$ cat src/rtl/dl_bus_sequencer.sv
// DataLatch sequencer: arbitrates write / read / ALU-load / DMA requesters and
// drives the DataLatch bus-connect and ALU-load controls with registered outputs.
module dl_bus_sequencer #(
  parameter int unsigned RD_WAIT  = 1,
  parameter int unsigned WR_HOLD  = 2,
  parameter bit          DMA_PRIO = 1'b1
) (
  input  logic       CLK,
  input  logic       nRES,
  input  logic       wr_req,
  input  logic       rd_req,
  input  logic       alu_req,
  input  logic       dma_req,
  input  logic [7:0] dl_in,
  output logic       DL_Control1,
  output logic       DL_Control2,
  output logic       wr_done,
  output logic       rd_done,
  output logic       alu_done,
  output logic [7:0] rd_data,
  output logic       dma_gnt,
  output logic       busy
);

  typedef enum logic [2:0] {
    S_IDLE,
    S_WR_LOAD,
    S_WR_BUS,
    S_RD_BUS,
    S_ALU_LOAD,
    S_DMA
  } state_t;

  localparam logic [2:0] WR_LOAD_CNT = 3'(WR_HOLD - 1);
  localparam logic [2:0] RD_LOAD_CNT = 3'(RD_WAIT);

  state_t     state_reg, state_next;
  logic [2:0] cnt_reg, cnt_next;

  logic ctl1_next, ctl2_next;
  logic wr_done_next, rd_done_next, alu_done_next;
  logic dma_gnt_next, busy_next;

  always_comb begin
    state_next = state_reg;
    cnt_next   = cnt_reg;
    case (state_reg)
      S_IDLE: begin
        if (DMA_PRIO && dma_req) begin
          state_next = S_DMA;
        end else if (wr_req) begin
          state_next = S_WR_LOAD;
        end else if (rd_req) begin
          state_next = S_RD_BUS;
          cnt_next   = RD_LOAD_CNT;
        end else if (alu_req) begin
          state_next = S_ALU_LOAD;
        end else if (dma_req) begin
          state_next = S_DMA;
        end
      end
      S_WR_LOAD: begin
        state_next = S_WR_BUS;
        cnt_next   = WR_LOAD_CNT;
      end
      S_WR_BUS, S_RD_BUS: begin
        // Counter stops at zero; the zero cycle is the final bus cycle.
        if (cnt_reg == 3'd0) begin
          state_next = S_IDLE;
        end else begin
          cnt_next = cnt_reg - 3'd1;
        end
      end
      S_ALU_LOAD: state_next = S_IDLE;
      S_DMA: begin
        if (!dma_req) begin
          state_next = S_IDLE;
        end
      end
      default: state_next = S_IDLE;
    endcase
  end

  // Outputs are decoded from the upcoming state so they register alongside it.
  always_comb begin
    ctl1_next     = !((state_next == S_RD_BUS) || (state_next == S_WR_BUS));
    ctl2_next     = (state_next == S_WR_LOAD) || (state_next == S_ALU_LOAD);
    wr_done_next  = (state_next == S_WR_BUS) && (cnt_next == 3'd0);
    rd_done_next  = (state_next == S_RD_BUS) && (cnt_next == 3'd0);
    alu_done_next = (state_next == S_ALU_LOAD);
    dma_gnt_next  = (state_next == S_DMA);
    busy_next     = (state_next != S_IDLE);
  end

  always_ff @(posedge CLK or negedge nRES) begin
    if (!nRES) begin
      state_reg   <= S_IDLE;
      cnt_reg     <= 3'd0;
      DL_Control1 <= 1'b1;
      DL_Control2 <= 1'b0;
      wr_done     <= 1'b0;
      rd_done     <= 1'b0;
      alu_done    <= 1'b0;
      rd_data     <= 8'h00;
      dma_gnt     <= 1'b0;
      busy        <= 1'b0;
    end else begin
      state_reg   <= state_next;
      cnt_reg     <= cnt_next;
      DL_Control1 <= ctl1_next;
      DL_Control2 <= ctl2_next;
      wr_done     <= wr_done_next;
      rd_done     <= rd_done_next;
      alu_done    <= alu_done_next;
      dma_gnt     <= dma_gnt_next;
      busy        <= busy_next;
      if (rd_done_next) begin
        rd_data <= dl_in;
      end
    end
  end

endmodule

$ cat config.mk
export PLATFORM = sky130hd
export DESIGN_NAME = dl_bus_sequencer
export DESIGN_NICKNAME = d
export VERILOG_FILES = /design/src/rtl/dl_bus_sequencer.sv
export SDC_FILE = /design/constraint.sdc
export NUM_CORES = 1
export LEC_CHECK = 0
export BUFFER_PORTS_ARGS = -buffer_cell sky130_fd_sc_hd__buf_2
export CAP_MARGIN = 20
export CORE_AREA = 2 2 51 43
export CTS_BUF_LIST = sky130_fd_sc_hd__clkbuf_16
export DETAILED_ROUTE_END_ITERATION = 7
export DIE_AREA = 0 0 53 45
export PLACE_DENSITY = 0.79
export SLEW_MARGIN = 20
export SYNTH_ARGS = -nofsm -noshare
export SYNTH_HDL_FRONTEND = slang
export SYNTH_SLANG_ARGS = --single-unit
$ cat constraint.sdc
create_clock -name CLK -period 4.42 [get_ports CLK]
set_clock_uncertainty 0.2 [all_clocks]
set_input_delay 0 -clock CLK [delete_from_list [all_inputs] [get_ports CLK]]
set_output_delay 0 -clock CLK [all_outputs]
set_load 0.02 [all_outputs]
==> results.yml, run 1 <==
outcome:
  status: "complete, no violations"
pwr:
  p_sw_uw: 371
  swShare: 0.387
  peakVddDrop_mv: 0.509
  power_density_nw_per_um2: 764
  seqPwrFrac: 0.363
  pwr-share-comb: 0.446
  p_int_uw: 587
  leakage_uw: 0.000618
  pwr-share-clk: 0.192
detailed_routing:
  drt_iter0_markers: 4
  detail_route.vias_per_cell: 5.17
  firstDrtPassIters: 4
  drtAntennaViolNets: 0
  wl_per_cell_um: 13.6
  totalWireLength_mm: 1.91
  num_vias: 724
  drc_errors: 0
cts:
  cts-root-buf: "clkbuf_16"
  cts_tree: "built"
  h-tree-depth: 1
  clk_latency_ns: 0.25
  clk_pin_slew_ns: 0.05
  post_cts_buffers: 0
  numClockSinks: 21
  cts_buffers: 3
  cts.path.max_buffers: 2
layout:
  drive_gt1_frac: 0.388
  instances_no_fill: 140
  largest_register_ffs: 8
  area_delta_synth_final_pct: 33.6
  layout_common_cells: "28 x buf_2, 20 x dfrtp_1, 10 x dlygate4sd3_1, 8 x mux2_2, 7 x nor2_1"
  layout_commonest_cell: "buf_2"
  insertedDiodeCount: 0
  fillCellCount: 127
  nets: 133
worst_setup_path:
  cp-end-kind: "flop"
  crit_type: "reg2reg"
  start_kind: "flop"
  cp.required_ns: 4.35
  worstPathArrival_ns: 1.98
  cp_max_fo: 9
synth:
  synth_edf_count: 0
  synth_area_um2: 938
  syn-num-nets: 93
  synth_cell_types: 31
  synthArstFlopShare: 1.00
  ys_seq_area_frac: 0.561
  yosys_warnings: 0
  netlist_instances: 77
  synth-main-ff-cell: "dfrtp_1"
  synth_area_per_cell_um2: 12.2
  ys_ff_latch: 21
floorplanning:
  dieArea_um2: 2390
  start_util: 0.510
  die_h_um: 45
  io_pins: 29
  num_rows: 14
  fp.dieW_um: 53
  core_area_um2: 1840
global_route:
  grt_max_degree: 22
  grt.overflow.total: 0
  grt_first_pass_wirelength_mm: 3.08
  grt.total_usage: 0.188
  grt_antenna_before_repair: 0
  grt_pass1_vias: 689
sta:
  period_minus_slack_ns: 2.05
  final_max_slew_viol_count: 0
  setup-tns-final_ns: 0
  rsz0062_at_grt: "no"
  setup_viol: 0
  fin_crit_sh: 0.464
  tightestPinTransition_ns: 0.449
  relSlewSlack: 0.701
  clock.fmax_mhz: 488
  hold_viol: 0
worst_hold_path:
  hp-class: "in2async"
place:
  gp_congestion: 0.781
  dpl.cell_count: 126
  io_buffers: 28
  place.detailed.hpwl_mm: 1.32
job:
  drv_cap: 0
kinds of logic (layout without fill, tap and decap cells):
group           count (synthesis)  in the layout  synth area share
simple gates                   26             26             0.175
flops                          21             21             0.561
xor+xnor                        1              1           0.00934
mux                             9              9             0.107
compound gates                 10             10            0.0653
buf+inv                         8             47            0.0560
fa+ha+maj                       2              2            0.0267
routing by layer:
metal,part of all wire,wire (µm),GRT usage
met1,0.39,735,0.209
met2,0.55,1060,0.335
met3,0.055,105,0.0728
met4,0.0052,10,0.0564
met5,0,0,0
cell type report:
class	instances	area [µm²]	area share
Timing Repair Buffer	38	240	0.192
Sequential cell	21	527	0.420
Clock inverter	1	3.75	0.00299
Clock buffer	3	75.1	0.0599
Tap cell	24	30.0	0.0240
Inverter	5	18.8	0.0150
Multi-Input combinational cell	48	359	0.286
per-stage QoR:
| step | util | setup slack [ns] | hold WS, ns | area, µm² | power [µW] |
|---|---|---|---|---|---|
| after floorplan | - | 2.48 | -0.496 | 938 | 675 |
| after global placement | 0.584 | 2.45 | -0.234 | 1070 | 745 |
| after detailed placement | 0.584 | 2.37 | -0.226 | 1070 | 768 |
| after CTS | 0.682 | 2.36 | 0.0440 | 1250 | 963 |
| after global routing | 0.682 | 2.22 | 0.0944 | 1250 | 1010 |
| final | 0.682 | 2.37 | 0.0276 | 1250 | 958 |
worst max-delay path, stage by stage, from the launching register on:
cell and delay [ns]:
dfrtp_1 0.37, inv_1 0.07, ha_1 0.24, nor3_1 0.18
o2111ai_1 0.20, nor2_4 0.29, mux2_2 0.38
power groups by stage:
| stage | clock [µW] | sequential (µW) | combinational [µW] |
|---|---|---|---|
| after floorplan | 0 | 404 | 271 |
| after global placement | 0 | 342 | 403 |
| after detailed placement | 0 | 348 | 419 |
| after CTS | 184 | 347 | 432 |
| after global routing | 191 | 358 | 465 |
| final | 184 | 347 | 427 |
synthesized netlist by cell type, types with 2 or more instances:
library cell  count  area share
a21oi_1           4       0.021
buf_6             3       0.036
dfrtp_1          20        0.53
ha_1              2       0.027
inv_1             5       0.020
mux2_2            8       0.096
nand2_1           2      0.0080
nor2_1            7       0.028
nor3_1            2       0.011
o21ai_0           3       0.016
final timing paths:
kind	start	end	slack, ns	cells after the start
min in group CLK	wr_req	state_reg[2]	0.06	4
min	nRES	dma_gnt	0.03	2
max reg2reg	cnt_reg[0]	rd_data[4]	2.37	6
min reg2reg	rd_data[2]	rd_data[2]	0.31	1
max in group asynchronous	nRES	DL_Control1	3.65	2
max	cnt_reg[0]	rd_data[4]	2.37	6
timing repair:
action | in CTS | in global routing
endpoints found under the hold margin | 30 | 0
hold buffers | 10 | 0
resized for setup | 0 | 0
No activity file was read; power rests on OpenSTA's default activity.
==> run 2, diff against run 1 <==
--- a/config.mk
+++ b/config.mk
@@ -7,11 +7,11 @@
 export LEC_CHECK = 0
 export BUFFER_PORTS_ARGS = -buffer_cell sky130_fd_sc_hd__buf_2
 export CAP_MARGIN = 20
-export CORE_AREA = 2 2 51 43
+export CORE_AREA = 2 2 55 47
 export CTS_BUF_LIST = sky130_fd_sc_hd__clkbuf_16
 export DETAILED_ROUTE_END_ITERATION = 7
-export DIE_AREA = 0 0 53 45
-export PLACE_DENSITY = 0.79
+export DIE_AREA = 0 0 57 49
+export PLACE_DENSITY = 0.7
 export SLEW_MARGIN = 20
 export SYNTH_ARGS = -nofsm -noshare
 export SYNTH_HDL_FRONTEND = slang
==> constraint.sdc (replaced) <==
create_clock -name CLK -period 1.8 [get_ports CLK]
set_clock_uncertainty 0.2 [all_clocks]
set_input_delay 0 -clock CLK [delete_from_list [all_inputs] [get_ports CLK]]
set_output_delay 0 -clock CLK [all_outputs]
set_load 0.02 [all_outputs]
==> run 2 against run 1 <==
  * The flow now finishes with violations (setup timing)
  * Routed wire length increased by 10%
  * Via count increased by 3.5%
  * Sequential cell count unchanged
  * Sequential power increased by 150%
  * First-iteration DRC count increased to 4.0 times the previous value
  * Critical endpoint is now busy
==> results.yml, run 2 (synthesis results as in run 1) <==
outcome:
  status: "finished with violations"
  violations: "setup timing"
layout:
  nets: 140
  drive_gt1_frac: 0.496
  layout_common_cells: "28 x buf_2, 20 x dfrtp_1, 10 x dlygate4sd3_1, 7 x nor2_1"
  post-route-util: 0.601
  layout_commonest_cell: "buf_2"
  area_delta_synth_final_pct: 46.3
  insertedDiodeCount: 0
  final_area_um2: 1370
  largest_register_ffs: 8
cts:
  cts.path.max_buffers: 2
  cts_tree: "built"
  cts-root-buf: "clkbuf_16"
  cts_buffers: 3
  post_cts_buffers: 0
  clk_pin_slew_ns: 0.06
  h-tree-depth: 1
  clk_latency_ns: 0.25
  numClockSinks: 21
sta:
  final_max_slew_viol_count: 0
  fin_crit_sh: 1.04
  rsz0062_at_grt: "yes"
  tightestPinTransition_ns: 0.471
  fin_ws_ns: -0.0758
  hold_viol: 0
  period_minus_slack_ns: 1.88
  relSlewSlack: 0.686
  clock.fmax_mhz: 533
  setup_viol: 7
pwr:
  power_density_nw_per_um2: 1920
  seqPwrFrac: 0.325
  peakVddDrop_mv: 1.03
  pwr-share-comb: 0.501
  swShare: 0.394
  p_sw_uw: 1040
  pwr-share-clk: 0.174
  leakage_uw: 0.000656
  p_int_uw: 1600
worst_setup_path:
  r2r_setup_slack_ns: -0.08
  crit_type: "reg2reg"
  worstPathArrival_ns: 1.81
  worstPathCellList: "inv_2 -> ha_2 -> buf_4 -> nand3_1 -> a221o_2 -> or2_1"
  cp_max_fo: 3
  r2r-start: "cnt_reg[0]"
  reg2reg_depth: 6
  cp.required_ns: 1.73
  start_kind: "flop"
  slowest_stage: "a221o_2"
  max_stage_delay_ns: 0.40
  cp-end-kind: "flop"
  reg2reg_to: "busy"
floorplanning:
  start_util: 0.411
  fp.dieW_um: 57
  dieArea_um2: 2790
  io_pins: 29
  num_rows: 16
  core_area_um2: 2280
  die_h_um: 49
place:
  post-place-ws_ns: -0.176
  io_buffers: 28
  place.detailed.hpwl_mm: 1.31
  gp_congestion: 0.782
  place_area_um2: 1130
global_route:
  grt.overflow.total: 0
  grt_antenna_before_repair: 0
  grt_max_degree: 22
  grt_first_pass_wirelength_mm: 3.48
  grt_pass1_vias: 741
  grt.total_usage: 0.162
job:
  drv_cap: 0
detailed_routing:
  firstDrtPassIters: 4
  drt_iter0_markers: 16
  detail_route.vias_per_cell: 4.99
  num_vias: 749
  drtAntennaViolNets: 0
  drc_errors: 0
  wl_per_cell_um: 14.0
  totalWireLength_mm: 2.11
worst_hold_path:
  hp-class: "in2async"
==> run 2: cell count changes in the layout (fill, tap and decap cells not counted), moves of 2 or more <==
cell    previous run  this run
buf_4              0         6
inv_1              6         3
ha_1               2         0
inv_2              0         2
mux2_2             8         6
mux2_4             0         2
==> run 2: final cells by class <==
type,count,area [µm²]
fill,178,910
sequential,21,527
multi-input combinational,49,428
timing repair buffer,44,285
clock buffer,3,75.1
tap,27,33.8
inverter,5,18.8
clock inverter,1,5.00
==> run 2: critical path, delay by kind of cell, from the launching register on <==
kind / cells / cell delay, ns
compound gates: 1 / 0.40
flops: 1 / 0.39
simple gates: 2 / 0.33
fa+ha+maj: 1 / 0.23
buf+inv: 2 / 0.22
==> run 2: power by group through the flow <==
stage                     Clock [µW]  Combinational, µW  Sequential (µW)
after floorplan                    0                669              991
after global placement             0               1100              836
after detailed placement           0               1130              843
after CTS                        466               1280              852
after global routing             489               1430              887
final                            459               1320              858
==> run 2: stage by stage <==
stage	hold WS, ns	instances	power [µW]	TNS [ns]
after detailed placement	-0.221	135	1970	-1.37
after global placement	-0.234	135	1940	-0.800
final	0.0538	150	2640	-0.476
after CTS	0.0509	150	2600	-0.646
after floorplan	-0.496	77	1660	-0.275
after global routing	0.119	150	2810	-1.17
==> run 2: worst max path at each step <==
stage | start | end | slack (ns)
final | cnt_reg[0] | busy | -0.08
after global routing | cnt_reg[0] | rd_data[4] | -0.14
after CTS | cnt_reg[0] | rd_data[1] | -0.08
after detailed placement | cnt_reg[1] | rd_data[1] | -0.18
after global placement | cnt_reg[1] | rd_data[4] | -0.10
after floorplan | cnt_reg[0] | busy | -0.05
==> run 2: timing repair <==
action                                  CTS  global route
gates cloned                              1             0
hold buffers                             10             0
hold endpoints to repair                 30             0
endpoints found under the setup margin    9            11
pin swaps                                 3             3
gates resized for setup                   9             4
==> run 2: per-layer routing <==
metal,vias up,GRT usage,share of wire,routed length [µm]
met1,364,0.204,0.44,927
met2,19,0.266,0.50,1060
met4,0,0.0659,0.0090,19
met5,-,0,0,0
li1,364,-,-,-
met3,2,0.0371,0.046,97
==> run 3, diff against run 2 <==
--- a/config.mk
+++ b/config.mk
@@ -7,11 +7,13 @@
 export LEC_CHECK = 0
 export BUFFER_PORTS_ARGS = -buffer_cell sky130_fd_sc_hd__buf_2
 export CAP_MARGIN = 20
-export CORE_AREA = 2 2 55 47
+export CELL_PAD_IN_SITES_DETAIL_PLACEMENT = 1
+export CELL_PAD_IN_SITES_GLOBAL_PLACEMENT = 1
+export CORE_AREA = 2 2 62 52
 export CTS_BUF_LIST = sky130_fd_sc_hd__clkbuf_16
 export DETAILED_ROUTE_END_ITERATION = 7
-export DIE_AREA = 0 0 57 49
-export PLACE_DENSITY = 0.7
+export DIE_AREA = 0 0 64 54
+export PLACE_DENSITY = 0.71
 export SLEW_MARGIN = 20
 export SYNTH_ARGS = -nofsm -noshare
 export SYNTH_HDL_FRONTEND = slang
==> run 3 against run 2 <==
  * The run still ends with setup timing left
  * Die area up 24%
  * Count of clock-buffer cells in the layout unchanged
  * Register-to-register slack worse by 0.03 ns
  * Critical path depth unchanged
  * Utilization down 11 points
  * Sequential cell count unchanged
  * Final cell count up 11%
  * Sequential power up 2%
  * Critical endpoint is now rd_data[7]
==> results.yml, run 3 (synthesis results as in run 1) <==
worst_setup_path:
  cp_max_fo: 5
  crit_type: "reg2reg"
  max_stage_delay_ns: 0.39
  cp.required_ns: 1.74
  cp-end-kind: "flop"
  start_kind: "flop"
  worstPathArrival_ns: 1.84
  r2r_setup_slack_ns: -0.10
  worstPathCellList: "inv_2 -> ha_4 -> and2_4 -> o2111ai_4 -> nor2_4 -> mux2_2"
  critPathBufInv: 1
  cpLargestDelayFamily: "flip-flops"
  slowest_stage: "dfrtp_1"
sta:
  tightestPinTransition_ns: 0.473
  relSlewSlack: 0.685
  rsz0062_at_grt: "yes"
  fin_crit_sh: 1.06
  period_minus_slack_ns: 1.90
  hold_viol: 0
  clock.fmax_mhz: 525
  fin_ws_ns: -0.104
  setup_viol: 11
  setup-tns-final_ns: -0.865
  final_max_slew_viol_count: 0
layout:
  insertedDiodeCount: 0
  layout_commonest_cell: "buf_2"
  final_area_um2: 1420
  nets: 143
  drive_gt1_frac: 0.508
  fillCellCount: 322
  layout_common_cells: "28 x buf_2, 19 x dfrtp_1, 10 x dlygate4sd3_1, 9 x buf_4, 7 x nor2_1"
  area_delta_synth_final_pct: 51.6
  largest_register_ffs: 8
  instances_no_fill: 166
cts:
  cts-root-buf: "clkbuf_16"
  clk_latency_ns: 0.25
  numClockSinks: 21
  clk_pin_slew_ns: 0.06
  h-tree-depth: 1
  cts_tree: "built"
  cts.path.max_buffers: 2
  cts_buffers: 3
detailed_routing:
  num_vias: 750
  firstDrtPassIters: 4
  drtAntennaViolNets: 0
  detail_route.vias_per_cell: 4.52
  drt_iter0_markers: 11
  drc_errors: 0
  wl_per_cell_um: 15.6
  totalWireLength_mm: 2.58
global_route:
  grt_first_pass_wirelength_mm: 4.03
  grt_antenna_before_repair: 0
  grt.total_usage: 0.161
  grt.overflow.total: 0
  grt_pass1_vias: 815
  grt_max_degree: 22
outcome:
  status: "finished with violations"
  violations: "setup timing"
pwr:
  peakVddDrop_mv: 0.864
  power_density_nw_per_um2: 1960
  leakage_uw: 0.000675
job:
  drv_cap: 0
place:
  gp_congestion: 0.808
  place_area_um2: 1150
  post-place-ws_ns: -0.218
  dpl.cell_count: 149
  io_buffers: 28
  place.detailed.hpwl_mm: 1.68
floorplanning:
  io_pins: 29
  num_rows: 18
  core_area_um2: 2910
  die_h_um: 54
  start_util: 0.323
  dieArea_um2: 3460
  fp.dieW_um: 64
worst_hold_path:
  hp-class: "in2reg"
run 3: repair_timing:
item | 4_1_cts | 5_1_grt
gates resized for setup | 10 | 5
pin swaps | 1 | 2
cloned | 1 | 0
endpoints found under the hold margin | 30 | 0
hold buffers | 10 | 0
setup endpoints to repair | 11 | 14
buffers inserted | 1 | 1
run 3: area by class of cell:
type	count	area, µm²	area share
inverters	5	18.8	0.0132
clock buffers	3	75.1	0.0528
repair buffers	47	308	0.216
well taps	40	50.0	0.0352
multi-input cells	49	438	0.308
clock inverters	1	5.00	0.00352
flip-flops and latches	21	528	0.371
run 3: power breakdown:
part	internal [µW]	leakage, µW	switching (µW)
clock network	298	0.0000409	172
registers	699	0.000258	174
logic	676	0.000376	769
run 3: metal layers:
layer  part of all wire  GRT usage
met5                  0          0
met4             0.0054     0.0543
met3              0.049     0.0439
met1               0.41      0.186
met2               0.54      0.292
run 3: tightest hold or removal path: cells and delay by family:
| family | cells | cell delay (ns) |
|---|---|---|
| buffers and inverters | 1 | 0.09 |
| AOI/OAI and AO/OA | 1 | 0.13 |
| and+or+nand+nor | 2 | 0.21 |
run 3: per-stage QoR:
step,util,hold WS (ns),power [µW]
floorplan,-,-0.496,1660
global placement,0.396,-0.230,1970
detailed placement,0.396,-0.210,2040
CTS,0.481,0.0216,2730
global route,0.490,0.0531,2970
finish,0.490,0.0148,2790
run 3: final timing paths:
check                      cells past startpoint            to        from
min reg2reg                                    1    rd_data[1]  rd_data[1]
max reg2reg                                    6    rd_data[7]  cnt_reg[0]
min in group asynchronous                      2       dma_gnt        nRES
max in group asynchronous                      2  state_reg[1]        nRES
min                                            4   DL_Control1     dma_req
max                                            6    rd_data[7]  cnt_reg[0]
